## src/rtl/store_buffer_queue_if.sv

```systemverilog
// store_buffer_queue_if
// Groups the store buffer's handshake and lookup signals into a single bundle.
//
// Parameters:
//   DEPTH   number of store buffer entries (sets the width of count)
//   ADDR_W  address width in bits
//   DATA_W  data width in bits (32 for byte-lane logic)
//
// Signal groups:
//   enq_*    store requests from the memory stage (enq_ready returned)
//   ld_*     same-cycle load lookup and its forwarding result
//   drain_*  head entry presented to the data cache (drain_ready returned)
//   count    number of occupied entries
//
// Modports:
//   master  pipeline/cache side: drives requests, observes results
//   slave   store buffer side: observes requests, drives results
interface store_buffer_queue_if #(
    parameter int DEPTH  = 4,
    parameter int ADDR_W = 32,
    parameter int DATA_W = 32
);
    logic                     enq_valid;
    logic [ADDR_W-1:0]        enq_addr;
    logic [DATA_W-1:0]        enq_data;
    logic                     enq_byte;
    logic                     enq_ready;

    logic                     ld_valid;
    logic [ADDR_W-1:0]        ld_addr;
    logic                     ld_byte;
    logic                     ld_hit;
    logic [DATA_W-1:0]        ld_data;
    logic                     ld_miss;
    logic                     ld_stall;

    logic                     drain_valid;
    logic [ADDR_W-1:0]        drain_addr;
    logic [DATA_W-1:0]        drain_data;
    logic                     drain_byte;
    logic                     drain_ready;

    logic [$clog2(DEPTH):0]   count;

    modport master (
        output enq_valid, enq_addr, enq_data, enq_byte,
        output ld_valid, ld_addr, ld_byte,
        output drain_ready,
        input  enq_ready,
        input  ld_hit, ld_data, ld_miss, ld_stall,
        input  drain_valid, drain_addr, drain_data, drain_byte,
        input  count
    );

    modport slave (
        input  enq_valid, enq_addr, enq_data, enq_byte,
        input  ld_valid, ld_addr, ld_byte,
        input  drain_ready,
        output enq_ready,
        output ld_hit, ld_data, ld_miss, ld_stall,
        output drain_valid, drain_addr, drain_data, drain_byte,
        output count
    );
endinterface

```

## src/rtl/store_buffer_queue.sv

```systemverilog
// store_buffer_queue
// Memory-stage store buffer. Accepted stores sit in a DEPTH-entry circular
// FIFO and drain to the data cache in program order over a valid/ready
// handshake. Loads look up the buffer in the same cycle and either receive
// forwarded data, miss (go to the cache), or stall on a partial overlap.
//
// Ports:
//   clk  rising-edge clock
//   rst  asynchronous, active-low reset; discards all buffered stores
//   sb   store_buffer_queue_if.slave (enq_*, ld_*, drain_*, count)
//
// Build option:
//   SB_COALESCE_EN  when defined, a word store to the same word as the
//                   youngest word entry overwrites that entry's data
//                   instead of allocating; enq_ready may then be 1 when
//                   full and depends combinationally on enq_addr/enq_byte.
module store_buffer_queue #(
    parameter int DEPTH  = 4,
    parameter int ADDR_W = 32,
    parameter int DATA_W = 32
) (
    input logic                clk,
    input logic                rst,
    store_buffer_queue_if.slave sb
);
    localparam int PTR_W = $clog2(DEPTH);
    localparam int CNT_W = PTR_W + 1;
    localparam logic [CNT_W-1:0] FULL_CNT = CNT_W'(DEPTH);

    logic [ADDR_W-1:0] entryAddr  [DEPTH];
    logic [DATA_W-1:0] entryData  [DEPTH];
    logic              entryByte  [DEPTH];
    logic              entryValid [DEPTH];

    logic [PTR_W-1:0]  headPtr;
    logic [PTR_W-1:0]  tailPtr;
    logic [CNT_W-1:0]  countReg;

    logic              full;
    logic              empty;
    logic              enqReady;
    logic              doPop;
    logic              doPush;
    logic              coalesceOk;
    logic              doCoalesce;

    logic              matchFound;
    logic [PTR_W-1:0]  matchIdx;
    logic [PTR_W-1:0]  scanIdx;
    logic [7:0]        laneByte;

    assign full  = (countReg == FULL_CNT);
    assign empty = (countReg == '0);
    assign doPop = !empty && sb.drain_ready;

`ifdef SB_COALESCE_EN
    logic [PTR_W-1:0] youngPtr;

    // The youngest entry sits just behind the tail. Coalescing into it is
    // refused when it is also the head leaving this cycle, otherwise the
    // new data would vanish with the pop.
    assign youngPtr   = tailPtr - PTR_W'(1);
    assign coalesceOk = !sb.enq_byte && !empty &&
                        entryValid[youngPtr] && !entryByte[youngPtr] &&
                        (entryAddr[youngPtr][ADDR_W-1:2] == sb.enq_addr[ADDR_W-1:2]) &&
                        !((countReg == CNT_W'(1)) && doPop);
`else
    assign coalesceOk = 1'b0;
`endif

    // A full buffer refuses stores even when the head drains this cycle;
    // this keeps enq_ready independent of drain_ready.
    assign enqReady   = !full || coalesceOk;
    assign doCoalesce = sb.enq_valid && coalesceOk;
    assign doPush     = sb.enq_valid && enqReady && !doCoalesce;

    assign sb.enq_ready   = enqReady;
    assign sb.count       = countReg;
    assign sb.drain_valid = !empty;
    assign sb.drain_addr  = entryAddr[headPtr];
    assign sb.drain_data  = entryData[headPtr];
    assign sb.drain_byte  = entryByte[headPtr];

    // Scan occupied entries oldest to youngest so that the last hit wins,
    // leaving matchIdx on the youngest store to the load's word.
    always_comb begin
        matchFound = 1'b0;
        matchIdx   = '0;
        scanIdx    = '0;
        for (int i = 0; i < DEPTH; i++) begin
            scanIdx = headPtr + PTR_W'(i);
            if ((CNT_W'(i) < countReg) && entryValid[scanIdx] &&
                (entryAddr[scanIdx][ADDR_W-1:2] == sb.ld_addr[ADDR_W-1:2])) begin
                matchFound = 1'b1;
                matchIdx   = scanIdx;
            end
        end
    end

    // Resolve the youngest match into hit, miss or stall. A byte store can
    // only satisfy a byte load to exactly the same byte; anything else
    // needs bytes the buffer does not hold, so the load must wait.
    always_comb begin
        sb.ld_hit   = 1'b0;
        sb.ld_miss  = 1'b0;
        sb.ld_stall = 1'b0;
        sb.ld_data  = '0;
        laneByte    = '0;
        case (sb.ld_addr[1:0])
            2'd0:    laneByte = entryData[matchIdx][7:0];
            2'd1:    laneByte = entryData[matchIdx][15:8];
            2'd2:    laneByte = entryData[matchIdx][23:16];
            default: laneByte = entryData[matchIdx][31:24];
        endcase
        if (sb.ld_valid) begin
            if (!matchFound) begin
                sb.ld_miss = 1'b1;
            end else if (!entryByte[matchIdx]) begin
                sb.ld_hit = 1'b1;
                if (sb.ld_byte) begin
                    sb.ld_data = {{(DATA_W-8){1'b0}}, laneByte};
                end else begin
                    sb.ld_data = entryData[matchIdx];
                end
            end else if (sb.ld_byte &&
                         (entryAddr[matchIdx][1:0] == sb.ld_addr[1:0])) begin
                sb.ld_hit  = 1'b1;
                sb.ld_data = {{(DATA_W-8){1'b0}}, entryData[matchIdx][7:0]};
            end else begin
                sb.ld_stall = 1'b1;
            end
        end
    end

    // FIFO state. Pointers wrap naturally because DEPTH is a power of two.
    // Push and pop never target the same slot: tail equals head only when
    // the buffer is empty (no pop) or full (no push).
    always_ff @(posedge clk or negedge rst) begin
        if (!rst) begin
            headPtr  <= '0;
            tailPtr  <= '0;
            countReg <= '0;
            for (int i = 0; i < DEPTH; i++) begin
                entryAddr[i]  <= '0;
                entryData[i]  <= '0;
                entryByte[i]  <= 1'b0;
                entryValid[i] <= 1'b0;
            end
        end else begin
            if (doPush) begin
                entryAddr[tailPtr]  <= sb.enq_addr;
                entryData[tailPtr]  <= sb.enq_data;
                entryByte[tailPtr]  <= sb.enq_byte;
                entryValid[tailPtr] <= 1'b1;
                tailPtr             <= tailPtr + PTR_W'(1);
            end
`ifdef SB_COALESCE_EN
            if (doCoalesce) begin
                entryData[youngPtr] <= sb.enq_data;
            end
`endif
            if (doPop) begin
                entryValid[headPtr] <= 1'b0;
                headPtr             <= headPtr + PTR_W'(1);
            end
            case ({doPush, doPop})
                2'b10:   countReg <= countReg + CNT_W'(1);
                2'b01:   countReg <= countReg - CNT_W'(1);
                default: countReg <= countReg;
            endcase
        end
    end
endmodule

```

## src/flat_wrapper.sv

```systemverilog
// flat-port wrapper written by rule: the top's interface ports become plain ports
module store_buffer_queue_flat 
#(
    parameter int DEPTH  = 4,
    parameter int ADDR_W = 32,
    parameter int DATA_W = 32
)
  (clk, rst, sb_enq_valid, sb_enq_addr, sb_enq_data, sb_enq_byte, sb_ld_valid, sb_ld_addr, sb_ld_byte, sb_drain_ready, sb_enq_ready, sb_ld_hit, sb_ld_data, sb_ld_miss, sb_ld_stall, sb_drain_valid, sb_drain_addr, sb_drain_data, sb_drain_byte, sb_count);
  store_buffer_queue_if #(.DEPTH(DEPTH), .ADDR_W(ADDR_W), .DATA_W(DATA_W)) sb_i ();
  input logic clk;
  input logic rst;
  input wire logic [$bits(sb_i.enq_valid)-1:0] sb_enq_valid;
  input wire logic [$bits(sb_i.enq_addr)-1:0] sb_enq_addr;
  input wire logic [$bits(sb_i.enq_data)-1:0] sb_enq_data;
  input wire logic [$bits(sb_i.enq_byte)-1:0] sb_enq_byte;
  input wire logic [$bits(sb_i.ld_valid)-1:0] sb_ld_valid;
  input wire logic [$bits(sb_i.ld_addr)-1:0] sb_ld_addr;
  input wire logic [$bits(sb_i.ld_byte)-1:0] sb_ld_byte;
  input wire logic [$bits(sb_i.drain_ready)-1:0] sb_drain_ready;
  output wire logic [$bits(sb_i.enq_ready)-1:0] sb_enq_ready;
  output wire logic [$bits(sb_i.ld_hit)-1:0] sb_ld_hit;
  output wire logic [$bits(sb_i.ld_data)-1:0] sb_ld_data;
  output wire logic [$bits(sb_i.ld_miss)-1:0] sb_ld_miss;
  output wire logic [$bits(sb_i.ld_stall)-1:0] sb_ld_stall;
  output wire logic [$bits(sb_i.drain_valid)-1:0] sb_drain_valid;
  output wire logic [$bits(sb_i.drain_addr)-1:0] sb_drain_addr;
  output wire logic [$bits(sb_i.drain_data)-1:0] sb_drain_data;
  output wire logic [$bits(sb_i.drain_byte)-1:0] sb_drain_byte;
  output wire logic [$bits(sb_i.count)-1:0] sb_count;
  assign sb_i.enq_valid = sb_enq_valid;
  assign sb_i.enq_addr = sb_enq_addr;
  assign sb_i.enq_data = sb_enq_data;
  assign sb_i.enq_byte = sb_enq_byte;
  assign sb_i.ld_valid = sb_ld_valid;
  assign sb_i.ld_addr = sb_ld_addr;
  assign sb_i.ld_byte = sb_ld_byte;
  assign sb_i.drain_ready = sb_drain_ready;
  assign sb_enq_ready = sb_i.enq_ready;
  assign sb_ld_hit = sb_i.ld_hit;
  assign sb_ld_data = sb_i.ld_data;
  assign sb_ld_miss = sb_i.ld_miss;
  assign sb_ld_stall = sb_i.ld_stall;
  assign sb_drain_valid = sb_i.drain_valid;
  assign sb_drain_addr = sb_i.drain_addr;
  assign sb_drain_data = sb_i.drain_data;
  assign sb_drain_byte = sb_i.drain_byte;
  assign sb_count = sb_i.count;
  store_buffer_queue #(.DEPTH(DEPTH), .ADDR_W(ADDR_W), .DATA_W(DATA_W)) u_core (.clk(clk), .rst(rst), .sb(sb_i));
endmodule
```

## config.mk

```make
export PLATFORM = sky130hd
export DESIGN_NAME = store_buffer_queue_flat
export DESIGN_NICKNAME = d
export VERILOG_FILES = /design/src/rtl/store_buffer_queue_if.sv /design/src/rtl/store_buffer_queue.sv /design/src/flat_wrapper.sv
export SDC_FILE = /design/constraint.sdc
export NUM_CORES = 1
export LEC_CHECK = 0
export CAP_MARGIN = 25
export CORE_ASPECT_RATIO = 1.25
export CORE_MARGIN = 10
export CORE_UTILIZATION = 58
export CTS_CLUSTER_DIAMETER = 120
export CTS_CLUSTER_SIZE = 10
export DETAILED_ROUTE_END_ITERATION = 6
export PLACE_DENSITY = 0.89
export SYNTH_ARGS = -nofsm -noshare
export SYNTH_HDL_FRONTEND = slang
export SYNTH_SLANG_ARGS = --single-unit
```

## constraint.sdc

```tcl
create_clock -name clk -period 9.8 [get_ports clk]
set_input_delay 1.96 -clock clk [delete_from_list [all_inputs] [get_ports clk]]
set_output_delay 1.96 -clock clk [all_outputs]
set_load 0.01 [all_outputs]
```

== Yosys cells after proc, flatten, opt, wreduce, memory -nomap -nowiden ==
Index checks and enable logic that the tools add are counted.
Word-level totals
  input port bits: 103
  register bits: 271
  logic and storage cells: 149
  output and inout port bits: 105
Operators by class
  reductions and logical operators: 18
  equal/unequal tests: 10
  mux-type cells: 75
  $lt $le $gt $ge: 12
  add/sub/neg operators: 6
  bitwise gates (word level): 9
Operators with widths (number)
  32-bit two-way mux: 17
  32-bit binary-select mux with 2-bit select: 7
  128-bit bitwise mux: 2
  30-bit equality test: 4
  32-bit demux with 2-bit select: 1
  1-bit two-way mux: 28
  8-bit case mux with 3 select lines: 1
  3-bit >= comparator (second input constant): 6
  2-bit inverter with 3-bit output: 6
  1-bit logical AND: 13
  1-bit binary-select mux with 2-bit select: 6
  2-bit two-way mux: 6
  4-bit two-way mux: 2
  8-bit two-way mux: 1
  1-bit by 3-bit < comparator with 1-bit output (first input constant): 2
  2-bit by 3-bit < comparator with 1-bit output (first input constant): 2
  3-bit by 1-bit < comparator with 1-bit output (second input constant): 2
  3-bit case mux with 2 select lines: 1
  2-bit by 1-bit adder with 2-bit output (second input constant): 2
  2-bit adder (second input constant): 2
  4-bit AND: 1
  4-bit bitwise mux: 1
  1-bit demux with 2-bit select: 2
  2-bit by 1-bit equality test with 1-bit output (second input constant): 2
  other kinds (11): 13

== Logic depth before layout (Yosys ltp) ==
  depth after elaboration: 20
  mapped depth: 28
  mapped depth without buffers: 14

== Least setup slack after synthesis ==
No wires, ideal clock.
  kind: reg-to-output
  start point: reg u_core.headPtr[0]
  end point: out sb_ld_data[3]
  arrival: 5.828 ns
  cell stages (with the launch flop): 27
  path buffers: 12
  slack: 2.012 ns
  required time: 7.840 ns
  path through: dfrtp_1 -> buf_6 -> buf_12 -> buf_8 -> inv_2 -> buf_2 -> buf_2 -> clkbuf_1 -> buf_1 -> ha_1 -> buf_4 -> buf_2 -> mux2i_1 -> a2bb2oi_1 -> mux2i_1 -> nand4b_1 -> or4_4 -> or2_0 -> buf_2 -> a32o_2 -> a21o_1 -> buf_4 -> a22o_4 -> or3_1 -> buf_2 -> o22a_1 -> and3_1
Between the ends
  elaborated cells on any way between the ends: 69
  classes of those cells: add/sub (3); eq/ne (5); mux (47); bitwise (5); reduce/logical (9)
RTL lines
  start: declaration: line store_buffer_queue.sv:35  | logic [PTR_W-1:0] headPtr;
  start signal: assignment: line store_buffer_queue.sv:164  | headPtr <= headPtr + PTR_W'(1);
  2-bit adder *: line store_buffer_queue.sv:91  | scanIdx = headPtr + PTR_W'(i);
  named net u_core.scanIdx[0]: line store_buffer_queue.sv:49  | logic [PTR_W-1:0] scanIdx;
  2-bit inverter with 3-bit output (implied by the code): line store_buffer_queue.sv:92, store_buffer_queue.sv:93
  32-bit binary-select mux with 2-bit select or 1-bit binary-select mux with 2-bit select (tied branches): line store_buffer_queue.sv:93, store_buffer_queue.sv:92
  32-bit two-way mux (implied by the code) or 1-bit two-way mux (tied branches) (2 in series): line store_buffer_queue.sv:93, store_buffer_queue.sv:92
  30-bit equality test or 1-bit logical AND (tied branches): line store_buffer_queue.sv:93, store_buffer_queue.sv:92
  1-bit logical AND: line store_buffer_queue.sv:92  | if ((CNT_W'(i) < countReg) && entryValid[scanIdx] &&
  2-bit two-way mux: line store_buffer_queue.sv:92
  2-bit inverter with 3-bit output (implied by the code)
  32-bit binary-select mux with 2-bit select: line store_buffer_queue.sv:126  | (entryAddr[matchIdx][1:0] == sb.ld_addr[1:0])) begin
  2-bit two-way mux (implied by the code) (2 in series): line store_buffer_queue.sv:126
  2-bit equality test: line store_buffer_queue.sv:126
  1-bit logical AND: line store_buffer_queue.sv:125  | end else if (sb.ld_byte &&
  8-bit two-way mux: line store_buffer_queue.sv:125
  32-bit two-way mux: line store_buffer_queue.sv:118  | end else if (!entryByte[matchIdx]) begin
  32-bit two-way mux *: line store_buffer_queue.sv:116  | if (!matchFound) begin
  32-bit two-way mux *: line store_buffer_queue.sv:115  | if (sb.ld_valid) begin
  end: declaration: line flat_wrapper.sv:22  | output wire logic [$bits(sb_i.ld_data)-1:0] sb_ld_data;
Mark *: on every way through the listed nets, which the timed path passes. The rest lies on a longest branch. The select of a mux whose other input is x is not followed.

== Worst setup path after layout ==
  start point: in sb_ld_addr[13]
  end point: out sb_ld_data[7]
Between the ends
  cells in the longest elaborated chain, start to end: 16
  elaborated cells on any way between the ends: 34
  classes of those cells: eq/ne (5); mux (23); bitwise (1); reduce/logical (5)
Ends and longest elaborated chain
  start: declaration: line flat_wrapper.sv:17  | input wire logic [$bits(sb_i.ld_addr)-1:0] sb_ld_addr;
  30-bit equality test: line store_buffer_queue.sv:93  | (entryAddr[scanIdx][ADDR_W-1:2] == sb.ld_addr[ADDR_W-1:2])) begin
  1-bit logical AND: line store_buffer_queue.sv:92
  2-bit two-way mux (4 in series): line store_buffer_queue.sv:92
  2-bit inverter with 3-bit output (implied by the code)
  32-bit binary-select mux with 2-bit select: line store_buffer_queue.sv:126
  2-bit two-way mux (implied by the code) (2 in series): line store_buffer_queue.sv:126
  2-bit equality test: line store_buffer_queue.sv:126
  1-bit logical AND: line store_buffer_queue.sv:125
  8-bit two-way mux: line store_buffer_queue.sv:125
  32-bit two-way mux: line store_buffer_queue.sv:118
  32-bit two-way mux *: line store_buffer_queue.sv:116
  32-bit two-way mux *: line store_buffer_queue.sv:115
Every way passes the cells marked *; elsewhere a longest branch is shown, timed or not. The select of a mux whose other input is x is not followed.

==> impl_metrics.csv <==
group,metric,value,unit
global_route,antenna_found_initial,1,
pwr,switching_share,0.422,
pwr,ir_worst_vdd,0.000277,V
cts,cts_root_buffer,"clkbuf_16",
layout,nFillCells,2316,
floorplanning,rows,74,
floorplanning,core,0.0327,mm2
place,place_hpwl,41500,um
sta,max_freq,109,MHz
pwr,netSwitchingPower,3.83,mW
layout,syn_to_final_growth,15.9,%
worst_setup_path,rr_startpoint,"u_core.sb.count[1]",
logic_synthesis,yosysTopAreaCell,"dfrtp_1",
floorplanning,boundaryPins,208,
worst_setup_path,ff2ff_setup_slack,6810,ps
logic_synthesis,yosysUniqueCellTypes,87,
logic_synthesis,async_flop_share,1.00,
layout,fin_cells,2114,
floorplanning,start_util,0.587,
cts,cts_tree,"yes",
layout,final_core_util,0.680,
worst_setup_path,reg2reg_depth,7,
place,place_congestion,0.974,
layout,final-seq-area,0.00679,mm2
sta,period_share,0.934,
logic_synthesis,syn-instance-count,1559,
cts,post-cts-setup-buffers,0,
cts,cts_htree_levels,1,
place,io_buffer_count,207,
sta,fin_setup_tns,0,ps
logic_synthesis,syn_avg_cell_area,12.3,um2
sta,slew_viol_final,0,
cts,clock_latency,590,ps
sta,setup_violations,0,
cts,cts_hold_buf,0,
sta,worst_pin_slew,1080,ps
logic_synthesis,synth_edf_count,0,
logic_synthesis,synth_area_leaders,"dfrtp_1 (35%), mux2_2 (17%), mux4_2 (16%), mux2i_1 (6.4%), xnor2_1 (4.5%)",
cts,clkTransAtPathRegs,60,ps
logic_synthesis,netlist_area,0.0192,mm2
layout,nets,1807,
routing,avgRoutedWirePerCell,28.0,um
hold_path,hold_path_depth,1,
global_route,grt_max_degree,140,
logic_synthesis,synthFlopType,"dfrtp_1",
logic_synthesis,yosysMostFrequentCell,"mux2_2",
global_route,overflow,0,
global_route,track_usage,0.283,
hold_path,min_from,"u_core.entryData[2]",
worst_setup_path,cp-end-kind,"primary output",
worst_setup_path,worst_setup_path_start_kind,"input pin",
hold_path,hold_class,"flip-flop to flip-flop",
routing,routed_wl,59200,um
sta,hold_viol_final,0,
outcome,status,"completed",
cts,cts-buffers-inserted,31,
worst_setup_path,startpoint,"sb_ld_addr[13]",
logic_synthesis,ys_ff_latch,271,
pwr,p_per_area,408,mW/mm2
floorplanning,dieHeight,223,um
routing,drt_pass1_iterations,5,
logic_synthesis,synth_commonest_cells,"mux2_2 (283), dfrtp_1 (271), mux4_2 (138)",
pwr,seqPwrFrac,0.264,
logic_synthesis,synth_top_area_share,0.354,
floorplanning,dieArea,0.0408,mm2
worst_setup_path,critPathMaxFanout,12,
cts,cts_sinks,271,
logic_synthesis,ys_warn_count,0,
pwr,combPwrFrac,0.625,
logic_synthesis,syn-num-nets,1675,
pwr,leakagePower,8.71,nW
worst_setup_path,path_class,"input pin to primary output",
sta,fin_skew,29.6,ps
layout,multi_input_area,0.0116,mm2
worst_setup_path,worstReg2RegEnd,"u_core.entryAddr[55]",
routing,drcViolationCount,0,
worst_setup_path,critPathArrivalTime,7200,ps
run,cap_violations,0,
place,dp.cells,2076,
worst_setup_path,crit_required,7840,ps
routing,ant_nets,0,
layout,drive_gt1_frac,0.306,
routing,via_per_inst,7.10,
cts,clk_path_buf_depth,3,
sta,max_slew_margin,0.282,
hold_path,hold_end,"u_core.entryData[2]",
pwr,clockPowerShare,0.110,
routing,via_count,15000,
sta,rsz0062_at_grt,"false",
global_route,grt_pass1_wl,91700,um
pwr,internal_power,5.24,mW
cts,cts_resized,0,
sta,timing.final.crit_period,9160,ps
global_route,grt_pass1_vias,15400,
floorplanning,die_w,183,um
logic_synthesis,synth-seq-area-share,0.354,
routing,drt_iter0_markers,1932,
[state kept, by name (all words and copies together) (netlist names)]
| name | count |
|---|---|
| u_core.entryData | 128 |
| u_core.entryByte | 4 |
| u_core.sb.count | 3 |
| u_core.entryAddr | 128 |
| u_core.tailPtr | 2 |
| u_core.headPtr | 2 |
| u_core.entryValid | 4 |
[layout make-up]
| type | count | share of cell area |
|---|---|---|
| multi-input cells | 1118 | 0.523 |
| flip-flops and latches | 271 | 0.305 |
| repair buffers | 239 | 0.107 |
| clock buffers | 34 | 0.0354 |
| well taps | 418 | 0.0235 |
| inverters | 30 | 0.00506 |
| clock inverters | 2 | 0.000788 |
| diodes | 2 | 0.000225 |
[metrics by stage]
step / hold slack, ps / worst slack (ps) / power (mW) / area (um2)
6_report: 529 / 645 / 9.07 / 22200
5_1_grt: 543 / 437 / 9.49 / 22200
4_1_cts: 530 / 810 / 9.01 / 22200
3_5_place_dp: 515 / 835 / 7.96 / 21400
3_3_place_gp: 503 / 730 / 7.77 / 21400
2_1_floorplan: 491 / 2010 / 6.10 / 19200
[power by group through the flow]
stage | sequential (mW) | clock, mW | combinational (mW)
detailed placement | 2.37 | 0 | 5.59
global placement | 2.28 | 0 | 5.49
finish | 2.40 | 1.00 | 5.68
floorplan | 2.13 | 0 | 3.97
global route | 2.47 | 1.05 | 5.97
CTS | 2.36 | 1.01 | 5.63
[worst max-delay path: stages]
cell and delay (ps):
clkdlybuf4s50_1 650, inv_1 110, a22o_1 210, nor4_1 400, nor4b_4 340, nand4_2 280, o21ai_1 870, nand2_1 470
buf_4 340, o221a_2 250, o211ai_1 200, a21oi_1 100, o21a_1 180, o31a_1 310, clkdlybuf4s50_1 490
[cell families after synthesis]
family,Yosys count,synth area share
multiplexers,544,0.393
flip-flops,271,0.354
buffers and inverters,170,0.0425
XOR/XNOR,107,0.0500
AND/OR/NAND/NOR,244,0.0694
AO/OA/AOI/OAI,210,0.0829
adder cells (fa/ha/maj),13,0.00848
[worst max path at each step]
stage / to / slack (ps)
after floorplan: sb_ld_data[3] / 2010
after global placement: sb_ld_data[3] / 730
after detailed placement: sb_ld_data[7] / 840
after CTS: sb_ld_data[7] / 810
after global routing: sb_ld_data[7] / 440
final: sb_ld_data[7] / 640
[layout by cell type (no fill, tap or decap), types with 25 or more instances in the layout]
cell type          n
nand2_1           61
dfrtp_1          269
mux2i_1          122
buf_4             28
clkdlybuf4s50_1  206
o221ai_1          25
inv_1             28
clkbuf_16         31
mux4_2           138
nor2_1            32
mux2_2           283
nand4_1           37
o21ai_0           31
xnor2_1           99
a21oi_1           28
[metal layers]
layer  track usage  part of all wire  vias up  routed length [um]
met5             0                 0        -                   0
met4         0.132             0.051        0                3010
met3        0.0457             0.079      180                4690
met2         0.475              0.50      886               29400
met1         0.349              0.37     7646               22100
li1              -                 -     6298                   -
No activity file was read; power rests on OpenSTA's default activity.
